<file path="config.mk">
export PLATFORM = sky130hd
export DESIGN_NAME = alu_mc
export DESIGN_NICKNAME = d
export VERILOG_FILES = /design/src/rtl/alu_pkg.sv /design/src/rtl/alu_mul_seq.sv /design/src/rtl/alu_mc.sv
export SDC_FILE = /design/constraint.sdc
export NUM_CORES = 1
export LEC_CHECK = 0
export ABC_CLOCK_PERIOD_IN_PS = 4700
export CORE_ASPECT_RATIO = 0.75
export CORE_MARGIN = 2
export CORE_UTILIZATION = 60
export DETAILED_ROUTE_END_ITERATION = 7
export HOLD_SLACK_MARGIN = 0.08
export PLACE_DENSITY = 0.8
export SLEW_MARGIN = 20
export SYNTH_ARGS = -nofsm -noshare
export SYNTH_HDL_FRONTEND = slang
export SYNTH_HIERARCHICAL = 1
export SYNTH_SLANG_ARGS = --single-unit
export TNS_END_PERCENT = 1
</file>
<file path="constraint.sdc">
create_clock -name clk -period 4.7 [get_ports clk]
set_input_delay 0.705 -clock clk [delete_from_list [all_inputs] [get_ports clk]]
set_output_delay 0.705 -clock clk [all_outputs]
set_load 0.02 [all_outputs]
</file>
<file path="src/rtl/alu_pkg.sv">
// Shared types for the multicycle ALU: operation encoding and controller states.
package alu_pkg;

  localparam int ALU_OP_W = 4;

  typedef enum logic [ALU_OP_W-1:0] {
    OP_NOP = 4'd0,
    OP_ADD = 4'd1,
    OP_SUB = 4'd2,
    OP_AND = 4'd3,
    OP_OR  = 4'd4,
    OP_GT  = 4'd5,
    OP_EQ  = 4'd6,
    OP_XOR = 4'd7,
    OP_SLL = 4'd8,
    OP_SRL = 4'd9,
    OP_SRA = 4'd10,
    OP_MUL = 4'd11
  } alu_op_t;

  typedef enum logic [1:0] {
    ST_IDLE,
    ST_MUL,
    ST_DONE
  } alu_state_t;

endpackage

</file>
<file path="src/rtl/alu_mul_seq.sv">
// Iterative shift-add multiplier: one partial product per cycle for WIDTH cycles.
// prod carries the full product combinationally during the cycle that done pulses.
module alu_mul_seq #(
  parameter int WIDTH = 16
) (
  input  logic               clk,
  input  logic               rst_n,
  input  logic               start,
  input  logic [WIDTH-1:0]   a,
  input  logic [WIDTH-1:0]   b,
  output logic               done,
  output logic [2*WIDTH-1:0] prod
);

  localparam int CNT_W = $clog2(WIDTH);

  logic               busy;
  logic [CNT_W-1:0]   cnt;
  logic [2*WIDTH-1:0] mcand;
  logic [2*WIDTH-1:0] acc;
  logic [2*WIDTH-1:0] acc_n;
  logic [WIDTH-1:0]   mplier;

  assign acc_n = mplier[0] ? acc + mcand : acc;
  assign done  = busy && (cnt == CNT_W'(WIDTH - 1));
  assign prod  = acc_n;

  // NOTE: sequential state is written with non-blocking assignments only.
  always_ff @(posedge clk) begin
    if (!rst_n) begin
      busy <= 1'b0;
      cnt  <= '0;
    end else if (start) begin
      busy <= 1'b1;
      cnt  <= '0;
    end else if (busy) begin
      if (done) begin
        busy <= 1'b0;
        cnt  <= '0;
      end else begin
        cnt <= cnt + 1'b1;
      end
    end
  end

  // NOTE: datapath registers carry no reset; busy gates every use of them.
  always_ff @(posedge clk) begin
    if (start) begin
      mcand  <= {{WIDTH{1'b0}}, a};
      mplier <= b;
      acc    <= '0;
    end else if (busy) begin
      acc    <= acc_n;
      mcand  <= mcand << 1;
      mplier <= mplier >> 1;
    end
  end

endmodule

</file>
<file path="src/rtl/alu_mc.sv">
// Multicycle ALU with valid/ready handshakes, registered result and flags,
// single-cycle logic/arith/shift ops and a WIDTH-cycle multiply.
module alu_mc
  import alu_pkg::*;
#(
  parameter int WIDTH = 16,
  parameter int OP_W  = 4
) (
  input  logic            clk,
  input  logic            rst_n,
  input  logic            in_valid,
  output logic            in_ready,
  input  logic [OP_W-1:0] op,
  input  logic [WIDTH-1:0] a,
  input  logic [WIDTH-1:0] b,
  output logic            out_valid,
  input  logic            out_ready,
  output logic [WIDTH-1:0] result,
  output logic            zero,
  output logic            carry,
  output logic            ovf
);

  localparam int SH_W = $clog2(WIDTH);

  alu_state_t         state, state_n;
  logic               accept;
  logic               is_mul;
  logic               mul_done;
  logic [2*WIDTH-1:0] mul_prod;
  logic [WIDTH:0]     sum;
  logic [WIDTH:0]     diff;
  logic [SH_W-1:0]    shamt;
  logic [WIDTH-1:0]   alu_res;
  logic               alu_carry;
  logic               alu_ovf;

  assign is_mul = (op == OP_MUL);
  assign accept = in_valid && in_ready;
  assign sum    = {1'b0, a} + {1'b0, b};
  assign diff   = {1'b0, a} - {1'b0, b};
  assign shamt  = b[SH_W-1:0];

  alu_mul_seq #(.WIDTH(WIDTH)) u_mul (
    .clk   (clk),
    .rst_n (rst_n),
    .start (accept && is_mul),
    .a     (a),
    .b     (b),
    .done  (mul_done),
    .prod  (mul_prod)
  );

  always_ff @(posedge clk) begin
    if (!rst_n) state <= ST_IDLE;
    else        state <= state_n;
  end

  // NOTE: every combinational output gets a default first so no latch is inferred.
  always_comb begin
    state_n = state;
    case (state)
      ST_IDLE: if (accept) state_n = is_mul ? ST_MUL : ST_DONE;
      ST_MUL:  if (mul_done) state_n = ST_DONE;
      ST_DONE: begin
        if (accept)         state_n = is_mul ? ST_MUL : ST_DONE;
        else if (out_ready) state_n = ST_IDLE;
      end
      default: state_n = ST_IDLE;
    endcase
  end

  // The result slot frees up in the same cycle it is taken, hence in_ready follows out_ready in DONE.
  always_comb begin
    in_ready  = 1'b0;
    out_valid = 1'b0;
    case (state)
      ST_IDLE: in_ready = rst_n;
      ST_DONE: begin
        out_valid = 1'b1;
        in_ready  = rst_n && out_ready;
      end
      default: ;
    endcase
  end

  always_comb begin
    alu_res   = '0;
    alu_carry = 1'b0;
    alu_ovf   = 1'b0;
    case (op)
      OP_ADD: begin
        alu_res   = sum[WIDTH-1:0];
        alu_carry = sum[WIDTH];
        alu_ovf   = (a[WIDTH-1] == b[WIDTH-1]) && (sum[WIDTH-1] != a[WIDTH-1]);
      end
      OP_SUB: begin
        alu_res   = diff[WIDTH-1:0];
        alu_carry = diff[WIDTH];
        alu_ovf   = (a[WIDTH-1] != b[WIDTH-1]) && (diff[WIDTH-1] != a[WIDTH-1]);
      end
      OP_AND:  alu_res = a & b;
      OP_OR:   alu_res = a | b;
      OP_XOR:  alu_res = a ^ b;
      OP_GT:   alu_res = {{(WIDTH-1){1'b0}}, (a > b)};
      OP_EQ:   alu_res = {{(WIDTH-1){1'b0}}, (a == b)};
      OP_SLL:  alu_res = a << shamt;
      OP_SRL:  alu_res = a >> shamt;
      OP_SRA:  alu_res = $unsigned($signed(a) >>> shamt);
      default: ;
    endcase
  end

  // accept and mul_done are exclusive: no accept is possible while the multiplier runs.
  always_ff @(posedge clk) begin
    if (!rst_n) begin
      result <= '0;
      zero   <= 1'b0;
      carry  <= 1'b0;
      ovf    <= 1'b0;
    end else if (accept && !is_mul) begin
      result <= alu_res;
      zero   <= (alu_res == '0);
      carry  <= alu_carry;
      ovf    <= alu_ovf;
    end else if (mul_done) begin
      result <= mul_prod[WIDTH-1:0];
      zero   <= (mul_prod[WIDTH-1:0] == '0);
      carry  <= |mul_prod[2*WIDTH-1:WIDTH];
      ovf    <= 1'b0;
    end
  end

endmodule

</file>
==> impl_summary.txt, run 1 <==
----------------------------------------------------
[Timing]
  Clock tree skew after final layout ... 0.0164 ns
  Actual slew at the worst max-slew pin ... 1.05 ns
  Setup TNS after final layout ... 0 ns
  Post-layout min period ... 4.36 ns
  Hold Fails Final Rpt ... 0
  Worst hold margin ... 0.490 ns
  Slew HR ... 29.8%
  RSZ-0062 raised after global routing ... false
  Count of endpoints failing setup in the final report ... 0
  Peak clock frequency supported by timing ... 229 MHz
  Final clock period utilization by the worst path ... 92.8%
  Pins over their slew limit ... 0

[Drt]
  First-iteration detailed-routing DRC count ... 1,536
  Wirelength per Cell ... 24.1 um
  DRC violations left ... 0
  Antenna viol nets, final ... 0
  Vias ... 10.7k
  Total Routed Length ... 37,500 um
  Router iterations before antenna repair ... 6
  Routed vias/inst ... 6.88

[Floorplan]
  I/O pin total ... 61
  Floorplan die width ... 159 um
  Initial core utilization ... 61.2%
  Die Y-Extent ... 120 um
  Placement row count ... 42
  Total die area ... 19,100 sq um
  Placeable Area ... 17,600 sq um

[Synthesis]
  Number of nets in the synthesized netlist ... 1,379
  Part of the Yosys area used for sequential elements ... 22.7%
  Average instance area after synthesis ... 8.58 sq um
  Number of synthesized flops with an enable pin ... 32
  Netlist Area Pre-Place ... 10,800 sq um
  Count of unique library cells instantiated by Yosys ... 101
  Synth Flop Type ... sky130_fd_sc_hd__dfxtp_1
  Yosys warnings ... 6
  Count of mapped cells out of synthesis ... 1,255
  Async S/R FF share, synth ... 0%
  Flip-flop and latch count after synthesis ... 106

[Power]
  Power per cell area ... 408 nW/um^2
  Leak ... 0.00496 uW
  Max IR drop VDD ... 0.000358 V

[Cells and area]
  Fill count ... 1,424
  Register Area ... 2440 sq um
  Fraction of layout instances using a drive strength above 1 ... 17.3%
  Area of the multi-input gates ... 7770 sq um
  Net count of the finished layout ... 1,434
  P&R area growth vs syn ... 12.9%

[Clocking]
  Total of hold buffers inserted after clock tree synthesis ... 0
  CTS tree ... built
  Count of H-tree levels built during CTS ... 3
  Maximum number of buffers from clock root to sink ... 2
  Insertion delay to the later sink of the worst-skew pair ... 0.36 ns
  Clk slew on worst S/H paths ... 0.09 ns
  Post-CTS setup repair buffer count ... 0
  Number of instances resized during post-cts repair ... 0
  CTS Root Cell ... sky130_fd_sc_hd__clkbuf_16
  Sink Count ... 106
  Clock buffer count from CTS ... 9

[Worst hold path]
  Min-Delay Startpoint ... u_mul/acc[14]
  Worst hold-check path type ... register to register

[Placement]
  Detailed placer's ending HPWL ... 28,500 um
  Count of input and output buffers ... 60
  RD Place Congestion ... 1.03

[Worst setup path]
  Kind of start point of the critical path ... register
  Worst R2R Start ... u_mul/mcand[0]
  Data required time at the worst endpoint ... 4.96 ns
  Maximum fanout along the worst path ... 4
  Critical path endpoint category ... register
  Data arrival time of the worst path ... 4.62 ns
  Start point of the critical path ... u_mul/mcand[0]
  Class of the most critical setup path ... register to register

[GRT]
  Pin count of the biggest net entering global routing ... 33
  Global router's overall resource usage ... 38.8%
  Number of antenna violations at the first check in global routing ... 1
  First-pass GRT wire length ... 57,200 um
  Number of global-route vias before repair ... 9,650
  Remaining Overflow, GRT ... 0

[Outcome]
  Outcome ... completed

[Run]
  Total of max-cap violations ... 0

----------------------------------------------------
-- cell usage after synthesis, types with 10 or more instances --
master | number | area (sq um)
sky130_fd_sc_hd__buf_2 | 21 | 105
sky130_fd_sc_hd__mux2i_1 | 63 | 631
sky130_fd_sc_hd__o211ai_1 | 14 | 105
sky130_fd_sc_hd__xnor2_1 | 20 | 175
sky130_fd_sc_hd__a31oi_1 | 22 | 138
sky130_fd_sc_hd__nand2_1 | 103 | 387
sky130_fd_sc_hd__mux4_2 | 17 | 383
sky130_fd_sc_hd__nand3_1 | 18 | 90.1
sky130_fd_sc_hd__nor2_1 | 95 | 357
sky130_fd_sc_hd__xor2_1 | 18 | 158
sky130_fd_sc_hd__a211oi_1 | 10 | 75.1
sky130_fd_sc_hd__nand2b_1 | 13 | 81.3
sky130_fd_sc_hd__nor3_1 | 32 | 160
sky130_fd_sc_hd__clkbuf_1 | 58 | 218
sky130_fd_sc_hd__nor4_1 | 14 | 87.6
sky130_fd_sc_hd__o221ai_1 | 11 | 96.3
sky130_fd_sc_hd__inv_1 | 49 | 184
sky130_fd_sc_hd__a21o_1 | 28 | 210
sky130_fd_sc_hd__mux2_2 | 78 | 878
sky130_fd_sc_hd__ha_1 | 81 | 1010
sky130_fd_sc_hd__o21ai_0 | 42 | 210
sky130_fd_sc_hd__and3_1 | 17 | 106
sky130_fd_sc_hd__dfxtp_1 | 74 | 1480
sky130_fd_sc_hd__nor2b_1 | 24 | 150
sky130_fd_sc_hd__edfxtp_1 | 32 | 961
sky130_fd_sc_hd__nand4_1 | 18 | 113
sky130_fd_sc_hd__a21oi_1 | 79 | 395
-- kinds of logic after synthesis --
logic type	Yosys count	synth area share, %
AO/OA/AOI/OAI	334	22.3
XOR/XNOR	38	3.09
adder cells (fa/ha/maj)	84	9.96
buffers and inverters	139	5.33
flip-flops	106	22.7
multiplexers	160	17.9
AND/OR/NAND/NOR	394	18.8
-- worst paths after layout --
path / end / slack (ns) / cells after the start
max reg2reg: carry / 0.34 / 19
min reg2reg: u_mul/acc[14] / 0.49 / 2
min: u_mul/acc[14] / 0.49 / 2
max: carry / 0.34 / 19
-- registers in the layout, summed over array words and instances (netlist names) --
register / flops
carry: 1
u_mul/cnt: 4
u_mul/acc: 32
result: 16
ovf: 1
u_mul/mplier: 16
u_mul/busy: 1
u_mul/mcand: 32
zero: 1
state: 2
-- placed cells by master (no fill, tap or decap), types with 6 or more instances in the layout --
master,Yosys,final
sky130_fd_sc_hd__a2111oi_0,6,6
sky130_fd_sc_hd__a211oi_1,10,10
sky130_fd_sc_hd__a21o_1,28,28
sky130_fd_sc_hd__a21oi_1,79,79
sky130_fd_sc_hd__a221o_1,9,9
sky130_fd_sc_hd__a221oi_1,6,6
sky130_fd_sc_hd__a311o_1,6,6
sky130_fd_sc_hd__a31oi_1,22,22
sky130_fd_sc_hd__and2_1,9,9
sky130_fd_sc_hd__and3_1,17,17
sky130_fd_sc_hd__buf_4,1,72
sky130_fd_sc_hd__clkbuf_16,0,9
sky130_fd_sc_hd__clkdlybuf4s50_1,0,58
sky130_fd_sc_hd__dfxtp_1,74,73
sky130_fd_sc_hd__edfxtp_1,32,32
sky130_fd_sc_hd__ha_1,81,81
sky130_fd_sc_hd__inv_1,49,49
sky130_fd_sc_hd__mux2_2,78,78
sky130_fd_sc_hd__mux2i_1,63,63
sky130_fd_sc_hd__mux4_2,17,17
sky130_fd_sc_hd__nand2_1,103,103
sky130_fd_sc_hd__nand2b_1,13,13
sky130_fd_sc_hd__nand3_1,18,18
sky130_fd_sc_hd__nand4_1,18,18
sky130_fd_sc_hd__nor2_1,95,94
sky130_fd_sc_hd__nor2b_1,24,24
sky130_fd_sc_hd__nor3_1,32,31
sky130_fd_sc_hd__nor3b_1,8,8
sky130_fd_sc_hd__nor4_1,14,14
sky130_fd_sc_hd__o211a_1,6,6
sky130_fd_sc_hd__o211ai_1,14,14
sky130_fd_sc_hd__o21a_1,6,6
sky130_fd_sc_hd__o21ai_0,42,42
sky130_fd_sc_hd__o21bai_1,6,6
sky130_fd_sc_hd__o221ai_1,11,11
sky130_fd_sc_hd__o22ai_1,9,9
sky130_fd_sc_hd__o311ai_0,7,7
sky130_fd_sc_hd__o31ai_1,6,6
sky130_fd_sc_hd__xnor2_1,20,20
sky130_fd_sc_hd__xor2_1,18,18
-- layout make-up --
type | count | share of cell area (%)
Clock inverter | 7 | 0.751
Timing Repair Buffer | 132 | 9.30
Inverter | 51 | 1.57
Tap cell | 242 | 2.49
Clock buffer | 9 | 1.85
Sequential cell | 106 | 20.1
Multi-Input combinational cell | 1010 | 63.9
Antenna cell | 1 | 0.0206
-- worst max-delay path, stage by stage (launching register included) --
cell	delay [ns]
sky130_fd_sc_hd__edfxtp_1	0.42
sky130_fd_sc_hd__ha_1	0.24
sky130_fd_sc_hd__fa_1	0.42
sky130_fd_sc_hd__a21o_1	0.24
sky130_fd_sc_hd__a221oi_2	0.24
sky130_fd_sc_hd__buf_4	0.19
sky130_fd_sc_hd__nor4b_2	0.07
sky130_fd_sc_hd__o211ai_2	0.29
sky130_fd_sc_hd__a21oi_2	0.16
sky130_fd_sc_hd__o21ai_1	0.20
sky130_fd_sc_hd__o21ai_1	0.09
sky130_fd_sc_hd__xor2_1	0.14
sky130_fd_sc_hd__mux2_2	0.29
sky130_fd_sc_hd__nor4_1	0.33
sky130_fd_sc_hd__buf_4	0.19
sky130_fd_sc_hd__nand3_1	0.12
sky130_fd_sc_hd__nor3_1	0.22
sky130_fd_sc_hd__buf_4	0.15
sky130_fd_sc_hd__a21oi_1	0.06
sky130_fd_sc_hd__a21o_1	0.19
-- through the flow --
| stage | area (sq um) | power (uW) | util, % | std cells | setup slack [ns] |
|---|---|---|---|---|---|
| global route | 12200 | 5230 | 69.1 | 1557 | 0.0562 |
| global placement | 11800 | 3950 | 67.3 | 1541 | 0.487 |
| CTS | 12200 | 4860 | 69.1 | 1557 | 0.388 |
| finish | 12200 | 4960 | 69.1 | 1558 | 0.337 |
| detailed placement | 11800 | 4040 | 67.3 | 1541 | 0.363 |
| floorplan | 10800 | 3300 | - | 1255 | 0.982 |
-- power breakdown --
part	total (uW)	switching [uW]	internal, uW
sequential	1300	170	1130
clock	812	425	388
combinational	2850	1660	1180
total	4960	2260	2710
-- routing by layer --
metal / share of wire (%) / routed length [um] / GRT usage (%)
met5: 0 / 0 / 0
met4: 2.7 / 997 / 9.98
met3: 15 / 5460 / 12.7
met2: 38 / 14200 / 51.0
met1: 45 / 16900 / 59.4
No activity file was read; power rests on OpenSTA's default activity.
==> run 2: changes to the inputs <==
--- a/config.mk
+++ b/config.mk
@@ -11,6 +11,7 @@
 export CORE_UTILIZATION = 60
 export DETAILED_ROUTE_END_ITERATION = 7
 export HOLD_SLACK_MARGIN = 0.08
+export MAX_ROUTING_LAYER = met4
 export PLACE_DENSITY = 0.8
 export SLEW_MARGIN = 20
 export SYNTH_ARGS = -nofsm -noshare
==> run 2 against run 1 <==
Cell area fell by 0.15%. Largest cell class unchanged. Non-clock buffer count fell by 1. Clock-buffer cell count did not move.
==> impl_summary.txt, run 2 (same netlist as run 1, synthesis figures left out) <==
----------------------------------------------------
[Outcome]
  Outcome ... completed

[Worst setup path]
  Kind of start point of the critical path ... register
  Data required time at the worst endpoint ... 4.97 ns (about the same)
  Library cell contributing the largest single delay on the critical path ... sky130_fd_sc_hd__edfxtp_1
  Class of the most critical setup path ... register to register
  Data arrival time of the worst path ... 4.60 ns (-0.02 ns)
  Maximum cell stage delay along the critical path ... 0.43 ns (about the same)
  Critical path endpoint category ... register
  Most frequent cell on the critical path ... sky130_fd_sc_hd__buf_4
  Register-to-register setup slack ... 0.37 ns (+0.03 ns)
  Worst path cell trace ... ha_1, fa_1, a21o_1, a221oi_2, buf_4, nor4b_2, o211ai_2, a21oi_2, o21ai_1, o21ai_1, xor2_1, mux2_2, nor4_1, buf_4, nand3_1, nor3_1, buf_4, a21oi_1, a21o_1
  Maximum fanout along the worst path ... 4 (unchanged)
  Buffers and inverters on the worst path ... 3 (unchanged)
  Top cell family by delay on the critical path ... compound AO/OA/AOI/OAI gates

[Clocking]
  Maximum number of buffers from clock root to sink ... 2 (unchanged)
  Clock buffer count from CTS ... 9 (unchanged)
  CTS Root Cell ... sky130_fd_sc_hd__clkbuf_16
  Count of H-tree levels built during CTS ... 3 (unchanged)
  Clk slew on worst S/H paths ... 0.08 ns (about the same)
  Total of hold buffers inserted after clock tree synthesis ... 0 (unchanged)
  Post-CTS setup repair buffer count ... 0 (unchanged)
  Insertion delay to the later sink of the worst-skew pair ... 0.37 ns (about the same)
  Number of instances resized during post-cts repair ... 0 (unchanged)
  Sink Count ... 106 (unchanged)
  CTS tree ... built

[Placement]
  Post-place setup slack ... 0.355 ns (-0.00845 ns)
  Count of input and output buffers ... 60 (unchanged)
  RD Place Congestion ... 1.03 (+0.22%)
  Detailed placer's ending HPWL ... 28,500 um (about the same)

[GRT]
  Remaining Overflow, GRT ... 0 (unchanged)
  Number of antenna violations at the first check in global routing ... 0 (-1)
  First-pass GRT wire length ... 57,800 um (+1.0%)
  Global router's overall resource usage ... 40.4% (+1.6 points)
  Number of global-route vias before repair ... 9,787 (+1.4%)
  Pin count of the biggest net entering global routing ... 38 (+15%)

[Power]
  Total design power ... 4940 uW (-0.56%)
  Power per cell area ... 407 nW/um^2 (-0.41%)
  Leak ... 0.00495 uW (-0.19%)
  Max IR drop VDD ... 0.000297 V (-17%)

[Timing]
  Min setup slack post-route ... 0.367 ns (+0.0299 ns)
  RSZ-0062 raised after global routing ... false
  Actual slew at the worst max-slew pin ... 1.01 ns (-0.0413 ns)
  Setup TNS after final layout ... 0 ns (unchanged)
  Hold Fails Final Rpt ... 0 (unchanged)
  Post-layout min period ... 4.33 ns (-0.0299 ns)
  Peak clock frequency supported by timing ... 231 MHz (+0.69%)
  Slew HR ... 32.1% (+2.3 points)
  Final clock period utilization by the worst path ... 92.2% (-0.64 points)
  Pins over their slew limit ... 0 (unchanged)
  Clock tree skew after final layout ... 0.0128 ns (-0.00359 ns)
  Count of endpoints failing setup in the final report ... 0 (unchanged)

[Worst hold path]
  Worst hold-check path type ... register to register

[Cells and area]
  Fraction of layout instances using a drive strength above 1 ... 17.2% (-0.063 points)
  Number of antenna diodes ... 0 (-1)
  Fill count ... 1,461 (+2.6%)
  P&R area growth vs syn ... 12.7%
  Registers with the highest flip-flop counts ... u_mul/acc x32, u_mul/mcand x32
  Leading cell type in the layout, fill and taps excluded ... sky130_fd_sc_hd__nand2_1
  Area of the multi-input gates ... 7770 sq um (unchanged)
  Most frequent cells in the layout ... 103 x sky130_fd_sc_hd__nand2_1, 94 x sky130_fd_sc_hd__nor2_1, 81 x sky130_fd_sc_hd__ha_1
  Net count of the finished layout ... 1,433 (-0.070%)
  Register Area ... 2440 sq um (unchanged)

[Floorplan]
  Die Y-Extent ... 120 um (unchanged)
  Initial core utilization ... 61.2% (unchanged)
  Total die area ... 19,100 sq um (unchanged)
  Placeable Area ... 17,600 sq um (unchanged)
  Placement row count ... 42 (unchanged)
  I/O pin total ... 61 (unchanged)
  Floorplan die width ... 159 um (unchanged)

[Drt]
  Routed vias/inst ... 6.90 (+0.30%)
  Total Routed Length ... 37,600 um (+0.36%)
  Router iterations before antenna repair ... 6 (unchanged)
  Wirelength per Cell ... 24.2 um (+0.49%)
  Vias ... 10.7k (+0.17%)
  First-iteration detailed-routing DRC count ... 1,471 (-4.2%)
  Antenna viol nets, final ... 0 (unchanged)
  DRC violations left ... 0 (unchanged)

[Run]
  Total of max-cap violations ... 0 (unchanged)

----------------------------------------------------
## run 2: cell count changes in the layout (fill, tap and decap cells not counted)
cell,change
sky130_fd_sc_hd__buf_4,-1
sky130_fd_sc_hd__clkinvlp_4,+1
sky130_fd_sc_hd__diode_2,-1
sky130_fd_sc_hd__inv_12,-1
sky130_fd_sc_hd__inv_4,+1
sky130_fd_sc_hd__inv_6,-2
sky130_fd_sc_hd__inv_8,+1
## run 2: power breakdown
part	switching (uW)	internal, uW	total (uW)	leakage [uW]
sequential	171	1130	1300	0.000912
combinational	1650	1180	2830	0.00389
clock	417	380	797	0.000147
## run 2: per-layer routing
metal / up-vias / track usage (%) / wire length, um
li1: 4830 / - / -
met3: 64 / 12.8 / 5250
met2: 749 / 54.0 / 14900
met4: 0 / 9.58 / 692
met5: - / - / 0
met1: 5094 / 58.6 / 16800
## run 2: final timing paths
kind / startpoint / to / cells past startpoint
max: u_mul/mcand[0] / carry / 19
max reg2reg: u_mul/mcand[0] / carry / 19
min: u_mul/acc[20] / u_mul/acc[20] / 2
min reg2reg: u_mul/acc[20] / u_mul/acc[20] / 2
## run 2: worst register-to-register path: stages, from the launching register on
cell	delay, ns
sky130_fd_sc_hd__edfxtp_1	0.43
sky130_fd_sc_hd__ha_1	0.25
sky130_fd_sc_hd__fa_1	0.40
sky130_fd_sc_hd__a21o_1	0.24
sky130_fd_sc_hd__a221oi_2	0.25
sky130_fd_sc_hd__buf_4	0.19
sky130_fd_sc_hd__nor4b_2	0.06
sky130_fd_sc_hd__o211ai_2	0.30
sky130_fd_sc_hd__a21oi_2	0.16
sky130_fd_sc_hd__o21ai_1	0.19
sky130_fd_sc_hd__o21ai_1	0.10
sky130_fd_sc_hd__xor2_1	0.15
sky130_fd_sc_hd__mux2_2	0.27
sky130_fd_sc_hd__nor4_1	0.25
sky130_fd_sc_hd__buf_4	0.18
sky130_fd_sc_hd__nand3_1	0.10
sky130_fd_sc_hd__nor3_1	0.27
sky130_fd_sc_hd__buf_4	0.18
sky130_fd_sc_hd__a21oi_1	0.06
sky130_fd_sc_hd__a21o_1	0.19
## run 2: layout make-up
type,instances,area share (%)
multi-input combinational,1010,64.0
sequential,106,20.1
tap,242,2.49
clock inverter,7,0.680
clock buffer,9,1.86
inverter,51,1.58
timing repair buffer,131,9.25
## run 2: stage by stage
step	hold slack, ns	cells	utilization, %	instance area (sq um)
floorplan	0.451	1255	-	10800
global placement	0.460	1540	67.2	11800
detailed placement	0.466	1540	67.2	11800
CTS	0.477	1556	69.0	12100
global route	0.500	1556	69.0	12100
finish	0.483	1556	69.0	12100
